--- config.mk ---
export PLATFORM = sky130hd
export DESIGN_NAME = cpu15_seq_ctrl
export DESIGN_NICKNAME = d
export VERILOG_FILES = /design/src/rtl/cpu15_seq_ctrl.sv
export SDC_FILE = /design/constraint.sdc
export NUM_CORES = 1
export LEC_CHECK = 0
export BUFFER_PORTS_ARGS = -buffer_cell sky130_fd_sc_hd__buf_2
export CORE_MARGIN = 2
export CORE_UTILIZATION = 53
export CTS_CLUSTER_DIAMETER = 150
export CTS_CLUSTER_SIZE = 30
export DETAILED_ROUTE_END_ITERATION = 12
export GPL_TIMING_DRIVEN = 0
export PLACE_DENSITY_LB_ADDON = 0.08
export SLEW_MARGIN = 20
export SYNTH_ARGS = -nofsm -noshare
export SYNTH_HDL_FRONTEND = slang
export SYNTH_SLANG_ARGS = --single-unit
--- constraint.sdc ---
create_clock -name CLK -period 4.85 [get_ports CLK]
set_input_delay 0 -clock CLK [delete_from_list [all_inputs] [get_ports CLK]]
set_output_delay 0 -clock CLK [all_outputs]
set_load 0.01 [all_outputs]
--- src/rtl/cpu15_seq_ctrl.sv ---
// rtl/cpu15_seq_ctrl.sv - four-phase instruction sequencer with run/step/halt/breakpoint control
`timescale 1ns/1ps

module cpu15_seq_ctrl (
  input  logic        CLK,
  input  logic        RESET_N,
  input  logic        RUN,
  input  logic        STEP,
  input  logic        HALT_REQ,
  input  logic [3:0]  OP_CODE,
  input  logic [7:0]  P_COUNT,
  input  logic        BP_EN,
  input  logic [7:0]  BP_ADDR,
  output logic        EN_FT,
  output logic        EN_DC,
  output logic        EN_EX,
  output logic        EN_WB,
  output logic        RUNNING,
  output logic        HALTED,
  output logic        BP_HIT,
  output logic [1:0]  STOP_CAUSE,
  output logic [15:0] INSN_CNT
);

  localparam logic [2:0] ST_IDLE = 3'd0;
  localparam logic [2:0] ST_FT   = 3'd1;
  localparam logic [2:0] ST_DC   = 3'd2;
  localparam logic [2:0] ST_EX   = 3'd3;
  localparam logic [2:0] ST_WB   = 3'd4;
  localparam logic [2:0] ST_HLT  = 3'd5;

  localparam logic [1:0] CAUSE_RESET = 2'b00;
  localparam logic [1:0] CAUSE_RUN   = 2'b01;
  localparam logic [1:0] CAUSE_HALT  = 2'b10;
  localparam logic [1:0] CAUSE_BP    = 2'b11;

  localparam logic [3:0] OP_HLT = 4'hF;

  logic [2:0]  state_q, state_d;
  logic        step_q;
  logic        halt_pend_q, halt_pend_d;
  logic        step_mode_q, step_mode_d;
  logic        bp_hit_q, bp_hit_d;
  logic [1:0]  cause_q, cause_d;
  logic [15:0] cnt_q, cnt_d;
  logic [3:0]  en_q;
  logic        running_q;
  logic        halted_q;

  logic step_edge;
  logic halt_now;
  logic bp_match;

  // STEP is only honoured as a fresh rising edge; a held level never re-triggers.
  assign step_edge = STEP & ~step_q;
  // A halt request raised in the very WB cycle still stops at this boundary.
  assign halt_now  = halt_pend_q | HALT_REQ;
  assign bp_match  = BP_EN & (P_COUNT == BP_ADDR);

  // Next-state, status and retire-counter logic.
  always_comb begin
    state_d     = state_q;
    step_mode_d = step_mode_q;
    bp_hit_d    = bp_hit_q;
    cause_d     = cause_q;
    cnt_d       = cnt_q;
    case (state_q)
      ST_IDLE: begin
        if (!HALT_REQ) begin
          if (RUN) begin
            state_d     = ST_FT;
            step_mode_d = 1'b0;
            bp_hit_d    = 1'b0;
            cause_d     = CAUSE_RESET;
          end else if (step_edge) begin
            state_d     = ST_FT;
            step_mode_d = 1'b1;
            bp_hit_d    = 1'b0;
            cause_d     = CAUSE_RESET;
          end
        end
      end
      ST_FT: state_d = ST_DC;
      ST_DC: state_d = ST_EX;
      ST_EX: state_d = ST_WB;
      ST_WB: begin
        cnt_d = cnt_q + 16'd1;
        if (OP_CODE == OP_HLT) begin
          state_d = ST_HLT;
        end else if (halt_now) begin
          state_d = ST_IDLE;
          cause_d = CAUSE_HALT;
        end else if (bp_match) begin
          state_d  = ST_IDLE;
          bp_hit_d = 1'b1;
          cause_d  = CAUSE_BP;
        end else if (step_mode_q || !RUN) begin
          state_d = ST_IDLE;
          cause_d = CAUSE_RUN;
        end else begin
          state_d = ST_FT;
        end
      end
      ST_HLT:  state_d = ST_HLT;
      default: state_d = ST_IDLE;
    endcase
    // In IDLE the live HALT_REQ level blocks the start, so nothing is kept pending there.
    halt_pend_d = (state_d == ST_IDLE) ? 1'b0 : halt_now;
  end

  // State, history and registered output flops.
  always_ff @(posedge CLK or negedge RESET_N) begin
    if (!RESET_N) begin
      state_q     <= ST_IDLE;
      step_q      <= 1'b0;
      halt_pend_q <= 1'b0;
      step_mode_q <= 1'b0;
      bp_hit_q    <= 1'b0;
      cause_q     <= CAUSE_RESET;
      cnt_q       <= 16'd0;
      en_q        <= 4'b0000;
      running_q   <= 1'b0;
      halted_q    <= 1'b0;
    end else begin
      state_q     <= state_d;
      step_q      <= STEP;
      halt_pend_q <= halt_pend_d;
      step_mode_q <= step_mode_d;
      bp_hit_q    <= bp_hit_d;
      cause_q     <= cause_d;
      cnt_q       <= cnt_d;
      en_q        <= {state_d == ST_WB, state_d == ST_EX, state_d == ST_DC, state_d == ST_FT};
      running_q   <= (state_d == ST_FT) || (state_d == ST_DC) ||
                     (state_d == ST_EX) || (state_d == ST_WB);
      halted_q    <= (state_d == ST_HLT);
    end
  end

  assign EN_FT      = en_q[0];
  assign EN_DC      = en_q[1];
  assign EN_EX      = en_q[2];
  assign EN_WB      = en_q[3];
  assign RUNNING    = running_q;
  assign HALTED     = halted_q;
  assign BP_HIT     = bp_hit_q;
  assign STOP_CAUSE = cause_q;
  assign INSN_CNT   = cnt_q;

endmodule

Word level (Yosys, flattened, before mapping)
Cells that the tools add are included.
{"block": "word_totals", "regBits": 31, "input_bits": 26, "out_inout_bits": 25, "elab_cells": 72}
{"block": "classes", "addsub": 1, "eq_ne": 18, "mux": 26, "n_bitwise": 5, "n_reduce_logical": 12}
{"operator": "3-bit case mux with 6 select lines", "n": 1}
{"operator": "16-bit by 1-bit adder with 16-bit output, second input constant", "n": 1}
{"operator": "2-bit two-way mux", "n": 7}
{"operator": "3-bit by 2-bit equality test with 1-bit output, second input constant", "n": 4}
{"operator": "3-bit equality test, second input constant", "n": 4}
{"operator": "1-bit two-way mux", "n": 12}
{"operator": "3-bit two-way mux", "n": 4}
{"operator": "8-bit equality test", "n": 1}
{"operator": "2-bit inequality test, second input constant", "n": 4}
{"operator": "3-bit by 1-bit equality test with 1-bit output, second input constant", "n": 2}
{"operator": "3-bit logical NOT", "n": 2}
{"operator": "6-bit AND reduction", "n": 1}
{"operator": "5-bit AND reduction", "n": 1}
{"operator": "4-bit equality test, second input constant", "n": 1}
{"operator": "1-bit logical OR", "n": 4}
{"operator": "4-bit inequality test, second input constant", "n": 1}
{"operator": "2-bit case mux with 2 select lines", "n": 1}
{"operator": "2-bit nonzero test", "n": 2}
{"operator": "3-bit inequality test, second input constant", "n": 1}
{"operator": "3-bit AND reduction", "n": 1}
{"operator": "1-bit bitwise AND", "n": 2}
{"operator": "1-bit NOT", "n": 2}
{"operator": "1-bit case mux with 2 select lines", "n": 1}
{"operator": "1-bit logical NOT", "n": 1}
{"operator": "1-bit bitwise OR", "n": 1}

Longest topological paths before layout
{"block": "logic_depth", "ltp_word": 11, "mapped_depth": 5, "mapped_depth_nobuf": 4}

Worst setup path before layout
OpenSTA, ideal clock, no wires.
{"block": "synth_path", "path_type": "reg-to-reg", "start": "register state_q[0]", "end": "register running_q, in the netlist RUNNING", "setup_ps": 95, "t_arrival_ps": 1498, "required_time_ps": 4755, "path_slack_ps": 3256, "stages_incl_launch_ff": 5, "n_path_buf": 1, "synth_period_minus_slack_ps": 1594, "cell_sequence": "dfrtp_1 > buf_6 > or3b_4 > or3_4 > o32ai_2"}
{"block": "synth_via", "elab_chain_len": 8, "word_cells_on_any_way": 17, "cone_classes": "eq/ne (9); mux (4); reduce/logical (4)"}
{"element": "start, declared", "line": "39", "text": "logic [2:0] state_q, state_d;"}
{"element": "start signal, assigned", "line": "125", "text": "state_q <= state_d;"}
{"element": "3-bit two-way mux", "line": "75", "text": "end else if (step_edge) begin"}
{"element": "3-bit two-way mux", "line": "70", "text": "if (RUN) begin"}
{"element": "3-bit two-way mux", "line": "69", "text": "if (!HALT_REQ) begin"}
{"element": "3-bit case mux with 6 select lines *", "line": "67", "text": "case (state_q)"}
{"element": "3-bit by 1-bit equality test with 1-bit output or 3-bit by 2-bit equality test with 1-bit output (tied branches)", "line": "133", "text": "running_q <= (state_d == ST_FT) || (state_d == ST_DC) ||"}
{"element": "1-bit logical OR (2 in series)", "line": "133"}
{"element": "1-bit logical OR *", "line": "134", "text": "(state_d == ST_EX) || (state_d == ST_WB);"}
{"element": "end signal, assigned", "line": "133"}
{"element": "end, declared", "line": "47", "text": "logic running_q;"}
Mark *: on every way between the ends. The rest lies on a longest branch, timed or not.
A chain may end at the register's enable or synchronous reset.

Final worst setup path
{"block": "layout_path", "start": "register state_q[1]", "end": "register cause_q[1], in the netlist STOP_CAUSE[1]"}
{"block": "layout_via", "elab_chain_len": 3, "word_cells_on_any_way": 9, "cone_classes": "eq/ne (5); mux (1); reduce/logical (3)"}
{"element": "3-bit equality test or 3-bit logical NOT (tied branches)", "line": "67"}
{"element": "4-bit inequality test (no source line), or another cell as far along"}
{"element": "5-bit AND reduction (no source line)"}
{"element": "end signal, assigned", "line": "130", "text": "cause_q <= cause_d;"}
{"element": "end, declared", "line": "44", "text": "logic [1:0] cause_q, cause_d;"}
Parallel ways exist; a longest one is shown, timed or not.

==> run summary <==
The flow ran to the end, and the final reports show no timing, DRC or antenna violations. The type of the worst setup path was flop to flop. The relative slew slack was 0.541; the count of inserted antenna diode cells was 0. After detailed placement, the total cell area comes to 1790 µm².

After clock tree synthesis, the clock-pin slew on the worst setup and hold paths is 0.10 ns. The floorplan has 19 rows. After layout, the minimum clock period comes to 1.77 ns. Leaving out fill and tap cells, the most frequent cell in the layout is sky130_fd_sc_hd__buf_2.

The number of buffers created by CTS is 5. The tools report the clock network latency to the later pin of the worst-skew pair as 0.31 ns. The tools report the share of power burned in registers as 0.420. Setup repair after global routing left no endpoint under its margin. Once detail routing completed, the nets flagged for antenna violations numbered 0. The run gives 0.247 as the routing usage on met1. The share of the cycle needed by the critical path after routing came out at 0.365. The tightest min-delay check is of the input port to flop type. The core box area came out at 2730 µm².

The share of power burned in combinational logic was 0.336. The clock share of power was 0.244. The area overhead of the layout relative to synthesis was 27.0%; the maximum fanout along the worst path was 10. The logs give 0.517 for the share of the yosys chip area belonging to registers and 31 for the clock sink count. Fraction of final layout cells with drive strength greater than 1: 0.332. The run gives 0.697 as the final design utilization. The combined global-route utilization of all metal layers was 0.199.

The initial antenna violation count was 0. Data on the critical path is required at its endpoint by 5.10 ns. The number of synthesized flops with an enable pin works out to 0. The vias per cell was 5.29; the internal power consumption was 0.000574 W. Max-cap violations in this run came to 0.

Dividing the synthesized area by the synthesized cell count gives 10.9 µm². In this run, synthesis produced a sequential element count of 31. The number of distinct library cells after synthesis is 40.

The overflow left after global routing was 0. The count of buffers added on input and output ports is 50. Clock root buffer: sky130_fd_sc_hd__clkbuf_4.

The vertical die dimension was 57.2 µm. The tools report the number of global-route vias before repair as 1210. The violation count after the first detailed-route iteration is 41.

The sequential cell area is 776 µm². Entering global routing, the biggest net connects 32 pins. STA classifies the critical path startpoint as a flop. The total wirelength of the detailed-routed design is 2.93 mm, and the final sum of negative setup slack is 0 ns. The critical path arrival was 2.02 ns; the slew at the pin closest to its max-slew limit was 0.688 ns. For this block, the via count after detailed routing is 1217. The switching power came out at 0.000273 W.

The tools report the final instance area as 1910 µm². Post-synth design cell area: 1500 µm². In the synthesized netlist, the number of instances is 138. The switching power as a share of total power was 0.322; the last weighted congestion value of the routability-driven placer was 0.838. The Yosys step of the flow raised 0 warnings.

The post-route non-filler standard cell count came out at 230. The I/O pin count was 51. The met3 global-route usage was 0.0476; the starting density of the core was 0.549. Area of the multi-input gates: 688 µm². In the synthesized netlist the dominant register cell turns out to be sky130_fd_sc_hd__dfrtp_1. The setup check on the worst reg-to-reg path leaves a slack of 3.08 ns. VDD sags by at most 0.399 mV. Endpoint type of the worst setup path: a flop. The logs give 0 for the number of failing hold endpoints at the final stage and 2 for the number of buffers on the longest clock path.

The H-tree generated during clock tree synthesis spans 2 levels. The run gives 225 as the number of nets in the final layout. The run gives 0 as the residual DRC count. The max-slew violation count was 0.

The filler cells instantiated in the layout total 209. The library cells used most frequently in the layout, excluding fill and tap cells, are sky130_fd_sc_hd__buf_2 (50), sky130_fd_sc_hd__dfrtp_1 (31), sky130_fd_sc_hd__xnor2_1 (20). The static leakage is 0.961 nW. TritonCTS built the clock tree. The layer flagged by global routing as most heavily used is met2.

For this run, the top clock speed supported by timing is 0.565 GHz. The average wire per standard cell is 12.7 µm. Wire length of the first global-routing pass: 5.11 mm.

The clock arrives with 0.00750 ns of skew. For this run, the detailed router's first-pass iteration total came to 4. HPWL after detailed placement: 2.16 mm. The power per cell area is 444 nW/µm², and the die footprint is 3270 µm². The global-route track usage on met2 was 0.338; the share of flip-flops with an asynchronous set or reset was 1.00. The run gives 0 as the final count of negative-setup-slack endpoints.

For the number of placed instances, taps included, the log shows 219. The net count after synthesis is 165. The die outline width came out at 57.2 µm.
[power groups by stage]
stage	clock network (W)	registers (W)	logic, W
floorplan	0	0.000374	0.000179
global placement	0	0.000358	0.000276
detailed placement	0	0.000360	0.000283
CTS	0.000215	0.000355	0.000286
global route	0.000224	0.000364	0.000320
finish	0.000207	0.000356	0.000284
[final cells by class]
cell class | count | area share
Buffer | 3 | 0.00984
Clock buffer | 6 | 0.0269
Clock inverter | 2 | 0.0184
Inverter | 5 | 0.00984
Multi-Input combinational cell | 99 | 0.361
Sequential cell | 31 | 0.407
Tap cell | 31 | 0.0203
Timing Repair Buffer | 53 | 0.147
[metal layers]
metal  wire (µm)  vias up
met2        1470       34
met4          17        0
met5           0        -
met3         137        2
li1            -      610
met1        1310      571
[final timing paths]
check | start | endpoint | depth (start not counted)
max | state_q[1] | STOP_CAUSE[1] | 5
min | BP_EN | STOP_CAUSE[1] | 4
max reg2reg | state_q[1] | STOP_CAUSE[1] | 5
min reg2reg | INSN_CNT[15] | INSN_CNT[15] | 1
max in group asynchronous | RESET_N | INSN_CNT[10] | 2
min in group asynchronous | RESET_N | INSN_CNT[4] | 2
[stage by stage]
step | worst slack, ns | power [W] | hold WS, ns
floorplan | 3.26 | 0.000553 | -0.296
global placement | 3.18 | 0.000635 | 0.0693
detailed placement | 3.12 | 0.000643 | 0.0768
CTS | 3.08 | 0.000856 | 0.0737
global route | 2.87 | 0.000907 | 0.109
finish | 3.08 | 0.000847 | 0.0951
[cells in the mapped netlist, types with 3 or more instances]
| cell type | number | area share |
|---|---|---|
| sky130_fd_sc_hd__dfrtp_1 | 31 | 0.52 |
| sky130_fd_sc_hd__and2_1 | 3 | 0.013 |
| sky130_fd_sc_hd__nor3_1 | 3 | 0.010 |
| sky130_fd_sc_hd__nand2_1 | 14 | 0.035 |
| sky130_fd_sc_hd__nand4_1 | 6 | 0.025 |
| sky130_fd_sc_hd__nand3_1 | 6 | 0.020 |
| sky130_fd_sc_hd__nor2_1 | 7 | 0.018 |
| sky130_fd_sc_hd__xor2_1 | 4 | 0.023 |
| sky130_fd_sc_hd__xnor2_1 | 20 | 0.12 |
| sky130_fd_sc_hd__inv_1 | 5 | 0.013 |
| sky130_fd_sc_hd__and4_1 | 3 | 0.018 |
[logic make-up (layout without fill, tap and decap cells)]
kind of cell / Yosys count / in the layout / synth area share
buffers and inverters: 8 / 69 / 0.0250
AO/OA/AOI/OAI: 17 / 17 / 0.0908
AND/OR/NAND/NOR: 57 / 57 / 0.219
XOR/XNOR: 24 / 24 / 0.140
adder cells (fa/ha/maj): 1 / 1 / 0.00833
flip-flops: 31 / 31 / 0.517
[flip-flops by register name, summed over array words and instances (netlist names)]
register	count
INSN_CNT	16
en_q	4
state_q	3
STOP_CAUSE	2
BP_HIT	1
HALTED	1
RUNNING	1
halt_pend_q	1
step_mode_q	1
step_q	1
[critical path, stage by stage (launching register included)]
cell,delay [ns]
sky130_fd_sc_hd__dfrtp_1,0.42
sky130_fd_sc_hd__clkbuf_1,0.24
sky130_fd_sc_hd__nor3b_2,0.43
sky130_fd_sc_hd__nand2_1,0.19
sky130_fd_sc_hd__o41ai_1,0.28
sky130_fd_sc_hd__nand3b_1,0.15
[what timing repair did]
item / CTS / global route
endpoints found under the hold margin: 33 / 0
hold buffers: 3 / 0
gates resized for setup: 0 / 0
setup buffers: 0 / 0
Note: power is estimated with default switching activity, not from simulation.
